--- src/rtl/memory_unit_if.sv ---
// rtl/memory_unit_if.sv - bus, control and program-loader signals of the SAP-1 memory stage
interface memory_unit_if #(
   parameter int ADDR_W = 4,
   parameter int DATA_W = 8
);
   logic [DATA_W-1:0] bus_in;
   logic [DATA_W-1:0] bus_out;
   logic              bus_oe;
   logic              mar_addr_load_n;
   logic              mar_mem_load_n;
   logic              ram_en_n;
   logic              ram_load_n;
   logic              prog_start;
   logic              prog_valid;
   logic [DATA_W-1:0] prog_data;
   logic              prog_ready;
   logic              prog_busy;
   logic              prog_done;
   logic [ADDR_W-1:0] mar_q;

   modport master (
      output bus_in, mar_addr_load_n, mar_mem_load_n, ram_en_n, ram_load_n,
             prog_start, prog_valid, prog_data,
      input  bus_out, bus_oe, prog_ready, prog_busy, prog_done, mar_q
   );

   modport slave (
      input  bus_in, mar_addr_load_n, mar_mem_load_n, ram_en_n, ram_load_n,
             prog_start, prog_valid, prog_data,
      output bus_out, bus_oe, prog_ready, prog_busy, prog_done, mar_q
   );
endinterface

--- src/rtl/memory_unit.sv ---
// rtl/memory_unit.sv - SAP-1 memory stage: MAR, MDR, 16x8 RAM and a program loader
module memory_unit #(
   parameter int ADDR_W = 4,
   parameter int DATA_W = 8
) (
   input  logic         clk,
   input  logic         rst,
   memory_unit_if.slave mu
);
   localparam int DEPTH = 2 ** ADDR_W;

   typedef enum logic [1:0] {IDLE, LOAD, DONE} state_t;

   state_t            state_q, state_d;
   logic [ADDR_W-1:0] ptr_q, ptr_d;
   logic [ADDR_W-1:0] mar_q, mar_d;
   logic [DATA_W-1:0] mdr_q, mdr_d;
   logic [DATA_W-1:0] mem_q [DEPTH];
   logic [DATA_W-1:0] mem_d [DEPTH];
   logic              loading;

   assign loading = (state_q == LOAD);

   // Next-state for the loader FSM, registers and RAM; all writes use pre-edge MAR/MDR
   always_comb begin
      state_d = state_q;
      ptr_d   = ptr_q;
      mar_d   = mar_q;
      mdr_d   = mdr_q;
      mem_d   = mem_q;

      if (!loading) begin
         if (!mu.mar_addr_load_n) mar_d = mu.bus_in[ADDR_W-1:0];
         if (!mu.mar_mem_load_n)  mdr_d = mu.bus_in;
         if (!mu.ram_load_n)      mem_d[mar_q] = mdr_q;
      end

      unique case (state_q)
         IDLE, DONE: begin
            if (mu.prog_start) begin
               state_d = LOAD;
               ptr_d   = '0;
            end
         end
         LOAD: begin
            // prog_ready is constant high in LOAD, so valid alone accepts a byte
            if (mu.prog_valid) begin
               mem_d[ptr_q] = mu.prog_data;
               ptr_d        = ptr_q + 1'b1;
               if (ptr_q == ADDR_W'(DEPTH - 1)) state_d = DONE;
            end
         end
         default: state_d = IDLE;
      endcase
   end

   // State registers; reset also clears the whole RAM, aborting any load in progress
   always_ff @(posedge clk or posedge rst) begin
      if (rst) begin
         state_q <= IDLE;
         ptr_q   <= '0;
         mar_q   <= '0;
         mdr_q   <= '0;
         mem_q   <= '{default: '0};
      end else begin
         state_q <= state_d;
         ptr_q   <= ptr_d;
         mar_q   <= mar_d;
         mdr_q   <= mdr_d;
         mem_q   <= mem_d;
      end
   end

   assign mu.bus_out    = mem_q[mar_q];
   assign mu.bus_oe     = !mu.ram_en_n && !loading;
   assign mu.prog_ready = loading;
   assign mu.prog_busy  = loading;
   assign mu.prog_done  = (state_q == DONE);
   assign mu.mar_q      = mar_q;
endmodule

--- src/flat_wrapper.sv ---
// flat-port wrapper written by rule: the top's interface ports become plain ports
module memory_unit_flat 
#(
   parameter int ADDR_W = 4,
   parameter int DATA_W = 8
)
  (clk, rst, mu_bus_in, mu_mar_addr_load_n, mu_mar_mem_load_n, mu_ram_en_n, mu_ram_load_n, mu_prog_start, mu_prog_valid, mu_prog_data, mu_bus_out, mu_bus_oe, mu_prog_ready, mu_prog_busy, mu_prog_done, mu_mar_q);
  memory_unit_if #(.ADDR_W(ADDR_W), .DATA_W(DATA_W)) mu_i ();
  input  logic clk;
  input  logic rst;
  input wire logic [$bits(mu_i.bus_in)-1:0] mu_bus_in;
  input wire logic [$bits(mu_i.mar_addr_load_n)-1:0] mu_mar_addr_load_n;
  input wire logic [$bits(mu_i.mar_mem_load_n)-1:0] mu_mar_mem_load_n;
  input wire logic [$bits(mu_i.ram_en_n)-1:0] mu_ram_en_n;
  input wire logic [$bits(mu_i.ram_load_n)-1:0] mu_ram_load_n;
  input wire logic [$bits(mu_i.prog_start)-1:0] mu_prog_start;
  input wire logic [$bits(mu_i.prog_valid)-1:0] mu_prog_valid;
  input wire logic [$bits(mu_i.prog_data)-1:0] mu_prog_data;
  output wire logic [$bits(mu_i.bus_out)-1:0] mu_bus_out;
  output wire logic [$bits(mu_i.bus_oe)-1:0] mu_bus_oe;
  output wire logic [$bits(mu_i.prog_ready)-1:0] mu_prog_ready;
  output wire logic [$bits(mu_i.prog_busy)-1:0] mu_prog_busy;
  output wire logic [$bits(mu_i.prog_done)-1:0] mu_prog_done;
  output wire logic [$bits(mu_i.mar_q)-1:0] mu_mar_q;
  assign mu_i.bus_in = mu_bus_in;
  assign mu_i.mar_addr_load_n = mu_mar_addr_load_n;
  assign mu_i.mar_mem_load_n = mu_mar_mem_load_n;
  assign mu_i.ram_en_n = mu_ram_en_n;
  assign mu_i.ram_load_n = mu_ram_load_n;
  assign mu_i.prog_start = mu_prog_start;
  assign mu_i.prog_valid = mu_prog_valid;
  assign mu_i.prog_data = mu_prog_data;
  assign mu_bus_out = mu_i.bus_out;
  assign mu_bus_oe = mu_i.bus_oe;
  assign mu_prog_ready = mu_i.prog_ready;
  assign mu_prog_busy = mu_i.prog_busy;
  assign mu_prog_done = mu_i.prog_done;
  assign mu_mar_q = mu_i.mar_q;
  memory_unit #(.ADDR_W(ADDR_W), .DATA_W(DATA_W)) u_core (.clk(clk), .rst(rst), .mu(mu_i));
endmodule
--- config.mk ---
export PLATFORM = sky130hd
export DESIGN_NAME = memory_unit_flat
export DESIGN_NICKNAME = d
export VERILOG_FILES = /design/src/rtl/memory_unit_if.sv /design/src/rtl/memory_unit.sv /design/src/flat_wrapper.sv
export SDC_FILE = /design/constraint.sdc
export NUM_CORES = 1
export LEC_CHECK = 0
export CORE_ASPECT_RATIO = 0.75
export CORE_MARGIN = 2
export CORE_UTILIZATION = 45
export CTS_CLUSTER_DIAMETER = 60
export DETAILED_ROUTE_END_ITERATION = 7
export PLACE_DENSITY = 0.66
export SYNTH_ARGS = -nofsm -noshare
export SYNTH_HDL_FRONTEND = slang
export SYNTH_SLANG_ARGS = --single-unit
--- constraint.sdc ---
create_clock -name clk -period 7 [get_ports clk]
set_input_delay 1.4 -clock clk [delete_from_list [all_inputs] [get_ports clk]]
set_output_delay 1.4 -clock clk [all_outputs]
set_load 0.02 [all_outputs]
Word-level counts from Yosys, hierarchy flattened
Cells that the tools add are included.

Reduce and logical (&&, ||, !) cells: 12. Bitwise gates (word level): 5. Multiplexer cells: 20. Add/sub/neg operators: 1. Order comparisons: 4. Equality and inequality tests: 6.

Operator list (count): 2-to-1 mux 128 bit (4); bitwise mux 128 bit (2); demux 8 bit (select 4 bit) (2); binary-select mux 8 bit (select 4 bit) (1); 2-to-1 mux 8 bit (4); greater-or-equal comparator 5 bit (second input constant) (2); less-than comparator 5 x 1 -> 1 bit (second input constant) (2); NOT 4 -> 5 bit (2); 2-to-1 mux 4 bit (2); one-hot mux 4 bit (2 select lines) (1); 2-to-1 mux 2 bit (3); inequality test 2 bit (second input constant) (3); AND reduction 3 bit (2); adder 4 x 1 -> 4 bit (second input constant) (1); equality test 4 bit (second input constant) (1); one-hot mux 2 bit (2 select lines) (1); AND reduction 2 bit (2); logical AND 1 bit (3); NOT 1 bit (3); equality test 2 x 1 -> 1 bit (second input constant) (1); equality test 2 bit (second input constant) (1); logical NOT 1 bit (2); logical NOT 2 bit (1); nonzero test 2 bit (1); OR reduction 2 bit (1).

Input bits: 24. Logic and storage cells: 68. Register bits after elaboration: 146.

Depth between registers and ports, before layout
Depth in word-level cells: 11. Gate-level depth with buffers: 8.

Worst setup path after synthesis
OpenSTA, ideal clock, no wires.

Kind: register -> output. From: register u_core.mar_q[0], in the netlist u_core.mu.mar_q[0]. To: output port mu_bus_out[3]. Required time: 5.600 ns. Arrival: 1.902 ns. Path slack: 3.698 ns. Cell stages (with the launch flop): 6. Path buffers: 2. Cell sequence: dfrtp_1 buf_2 buf_2 mux4_2 a22oi_1 nand2_1.

Word-level cells in the longest chain between the ends: 4.

RTL lines: from (decl) (line memory_unit.sv:16) `logic [ADDR_W-1:0] mar_q, mar_d;`; from (signal assigned) (line memory_unit.sv:68) `mar_q <= mar_d;`; NOT 4 -> 5 bit (not written as such) (line memory_unit.sv:74) `assign mu.bus_out = mem_q[mar_q];`; binary-select mux 8 bit (select 4 bit) (line memory_unit.sv:74); 2-to-1 mux 8 bit (not written as such) (2 in a row) (line memory_unit.sv:74); to (decl) (line flat_wrapper.sv:19) `output wire logic [$bits(mu_i.bus_out)-1:0] mu_bus_out;`.

Every way passes these cells. The select of a mux whose other input is x is not followed.

Worst setup path in the final report
From: register u_core.mar_q[2], in the netlist u_core.mu.mar_q[2]. To: output port mu_bus_out[2].

The elaborated chain is that of the path after synthesis.

==> summary.txt <==
Hold Path Cell Cnt = 2
Layout cell share with drive strength beyond 1 = 11.5%
Post-Syn Instances = 835
Min Hold Slack = 547 ps
Cell Area, Synth = 0.00807 mm^2
Synth-to-layout area growth = 12.7%
First-pass DRT Iterations = 6
Mean Syn Cell Area = 9.66 um^2
Initial DRC count = 860
Syn_nets = 863
Hold path startpoint = u_core.mem_q[94]
Critical Path End Type = primary output
Yosys cell types = 43
Peak VDD IR = 0.336 mV
Average wire per standard cell = 22.9 um
Placer Congestion = 0.884
Area leader, netlist = dfrtp_1
Vias in the first global route = 5973
Pins Over Slew Limit = 0
Die Y = 120 um
Total GRT Usage = 26.7%
Post-synth EDFFs = 0
Fin crit share = 63.2%
Total core area = 0.0176 mm^2
CTS resizes = 0
Peak Freq = 0.226 GHz
Setup TNS = 0 ps
Worst-path clk slew = 60 ps
Largest net degree at the start of global routing = 92
Min Tclk post-route = 4430 ps
CTS Root Cell = clkbuf_16
Ys flop type = dfrtp_1
Crit Reg-Reg Endpoint = u_core.mem_q[110]
Via density per instance = 6.06
Worst endpoint required time = 5600 ps
Row Count = 42
Final Skew = 10.9 ps
DIE AREA = 0.0190 mm^2
First-pass GRT wire length = 37500 um
Routed vias = 6516
IO buf count = 39
Layout Nets = 849
Nature of the critical path startpoint = register
Residual DRC count = 0
Final HPWL DP = 15900 um
Setup violations, final = 0
H-tree depth = 4
# diodes = 0
CTS Hold Bufs = 0
Antenna viol nets, final = 0
Clk_lat worst skew = 420 ps
RSZ-0062 raised after global routing = no
Max cap viols = 0
Worst hold path class = register to register
Final Hold Viols = 0
Clock Sinks = 146
Yosys top cell area share = 45.3%
Crit path DAT = 3030 ps
Status = complete, no violations
Congestion Overflow GR = 0
R2R Path Start = u_core.mu.mar_q[1]
Power Density = 500 mW/mm^2
Initial antenna violation count = 0
Rel. slew slack = 27.1%
DIE WIDTH = 159 um
Area contributors post-synth = dfrtp_1 (45%), mux4_2 (8.9%), nand2_1 (7.2%)
CTS Buf Count = 17
Leak Pwr = 3.89 nW
Post-CTS Setup Inserts = 0
Worst R2R Setup Slack = 4090 ps
Post-place instance area = 0.00849 mm^2
Worst R2R Path Depth = 4
Post-synthesis register bit count = 146
Crit Path Max Fanout = 19
Final wirelength = 24600 um
Design area = 0.00909 mm^2
WS Path Type = register to primary output
Synth Warn # = 0
Starting density of the core = 45.8%
TritonCTS clock tree = built
Async set-or-reset flop fraction in the synthesized netlist = 100%
Hold EP = u_core.mem_q[94]
Worst slew pin tran = 1090 ps
I/O pin cnt = 40
Clock Path Buffers = 2
Register area share after synthesis = 45.3%
## flip-flops by register name, summed over array words and instances, names as in the netlist
register and flops:
u_core.mdr_q 8, u_core.mem_q 128, u_core.mu.mar_q 4, u_core.ptr_q 4
u_core.state_q 2
## power breakdown
part	total, W	internal [W]	switching [W]	leakage (nW)
clock	0.000955	0.000588	0.000367	0.289
sequential	0.00183	0.00127	0.000562	1.70
combinational	0.00175	0.000872	0.000880	1.90
## cells in the final DEF (no fill, tap or decap), types with 3 or more instances in the layout
master | netlist | routed
nand2_1 | 155 | 155
dfrtp_1 | 146 | 144
nor2_1 | 131 | 131
a31oi_1 | 72 | 72
mux2i_1 | 56 | 56
a21oi_1 | 56 | 56
clkdlybuf4s50_1 | 0 | 39
mux4_2 | 32 | 32
clkbuf_16 | 0 | 17
a22oi_1 | 16 | 16
mux2_2 | 14 | 14
nand3_1 | 12 | 12
nand4_1 | 9 | 9
nand4b_1 | 8 | 8
nor4b_4 | 6 | 6
nor2b_1 | 4 | 4
nor3b_1 | 4 | 4
ha_1 | 4 | 4
buf_4 | 3 | 4
inv_1 | 4 | 3
nor4_4 | 3 | 3
xnor2_1 | 3 | 3
clkbuf_1 | 45 | 3
bufinv_16 | 0 | 3
clkbuf_8 | 0 | 3
## synth_stat cells (all sizes together) (2+ instances only)
master	instances
a21o	2
a21oi	56
a22oi	16
a31oi	72
buf	31
clkbuf	45
dfrtp	146
ha	4
inv	5
mux2	14
mux2i	56
mux4	32
nand2	155
nand2b	2
nand3	12
nand4	9
nand4b	8
nor2	132
nor2b	4
nor3b	4
nor4	4
nor4b	9
o31ai	2
or3b	2
xnor2	3
## critical path, cell delays in order (launching register included)
cell             delay [ps]
dfrtp_1                 660
buf_4                   370
nor2b_1                 590
a22oi_1                 170
nand2_1                 180
clkdlybuf4s50_1         620
## per-stage QoR
stage               std cells  worst slack (ps)  total power, W  util [%]
floorplan                 835              1680         0.00293         -
global placement         1044              3060         0.00350      48.2
detailed placement       1044              3060         0.00354      48.2
CTS                      1075              2610         0.00450      51.6
global route             1075              2510         0.00475      51.6
finish                   1075              2570         0.00454      51.6
## cell families (layout without fill, tap and decap cells)
group                      count (synthesis)  after routing  synth area share (%)
AOI/OAI and AO/OA                        150            150                  11.1
and+or+nand+nor                          349            349                  20.7
muxes                                    102            102                  17.8
adders and majority gates                  4              4                 0.620
buffers and inverters                     81             79                  4.14
xor gates and xnor gates                   3              3                 0.326
DFF                                      146            146                  45.3
## layer usage
layer	global-route usage (%)	up-vias	part of all wire [%]
met5	0	-	0
met4	6.98	0	1.8
met3	8.81	32	12
met2	34.5	367	40
met1	42.2	3187	46
li1	-	2930	-
## cell type report
type / instances / area (um^2)
flip-flops and latches: 146 / 3660
fillers: 1580 / 8510
inverters: 5 / 23.8
multi-input cells: 608 / 4080
clock inverters: 8 / 128
repair buffers: 43 / 420
clock buffers: 23 / 478
well taps: 242 / 303
## how the worst max path moves through the flow
stage,from,to,slack (ps),depth (start not counted)
CTS,u_core.mu.mar_q[0],mu_bus_out[3],2610,5
global placement,u_core.mu.mar_q[2],mu_bus_out[3],3060,5
detailed placement,u_core.mu.mar_q[0],mu_bus_out[3],3060,5
global route,u_core.mu.mar_q[2],mu_bus_out[2],2510,5
floorplan,rst,u_core.mdr_q[0],1680,1
finish,u_core.mu.mar_q[2],mu_bus_out[2],2570,5
No activity file was read; power rests on OpenSTA's default activity.
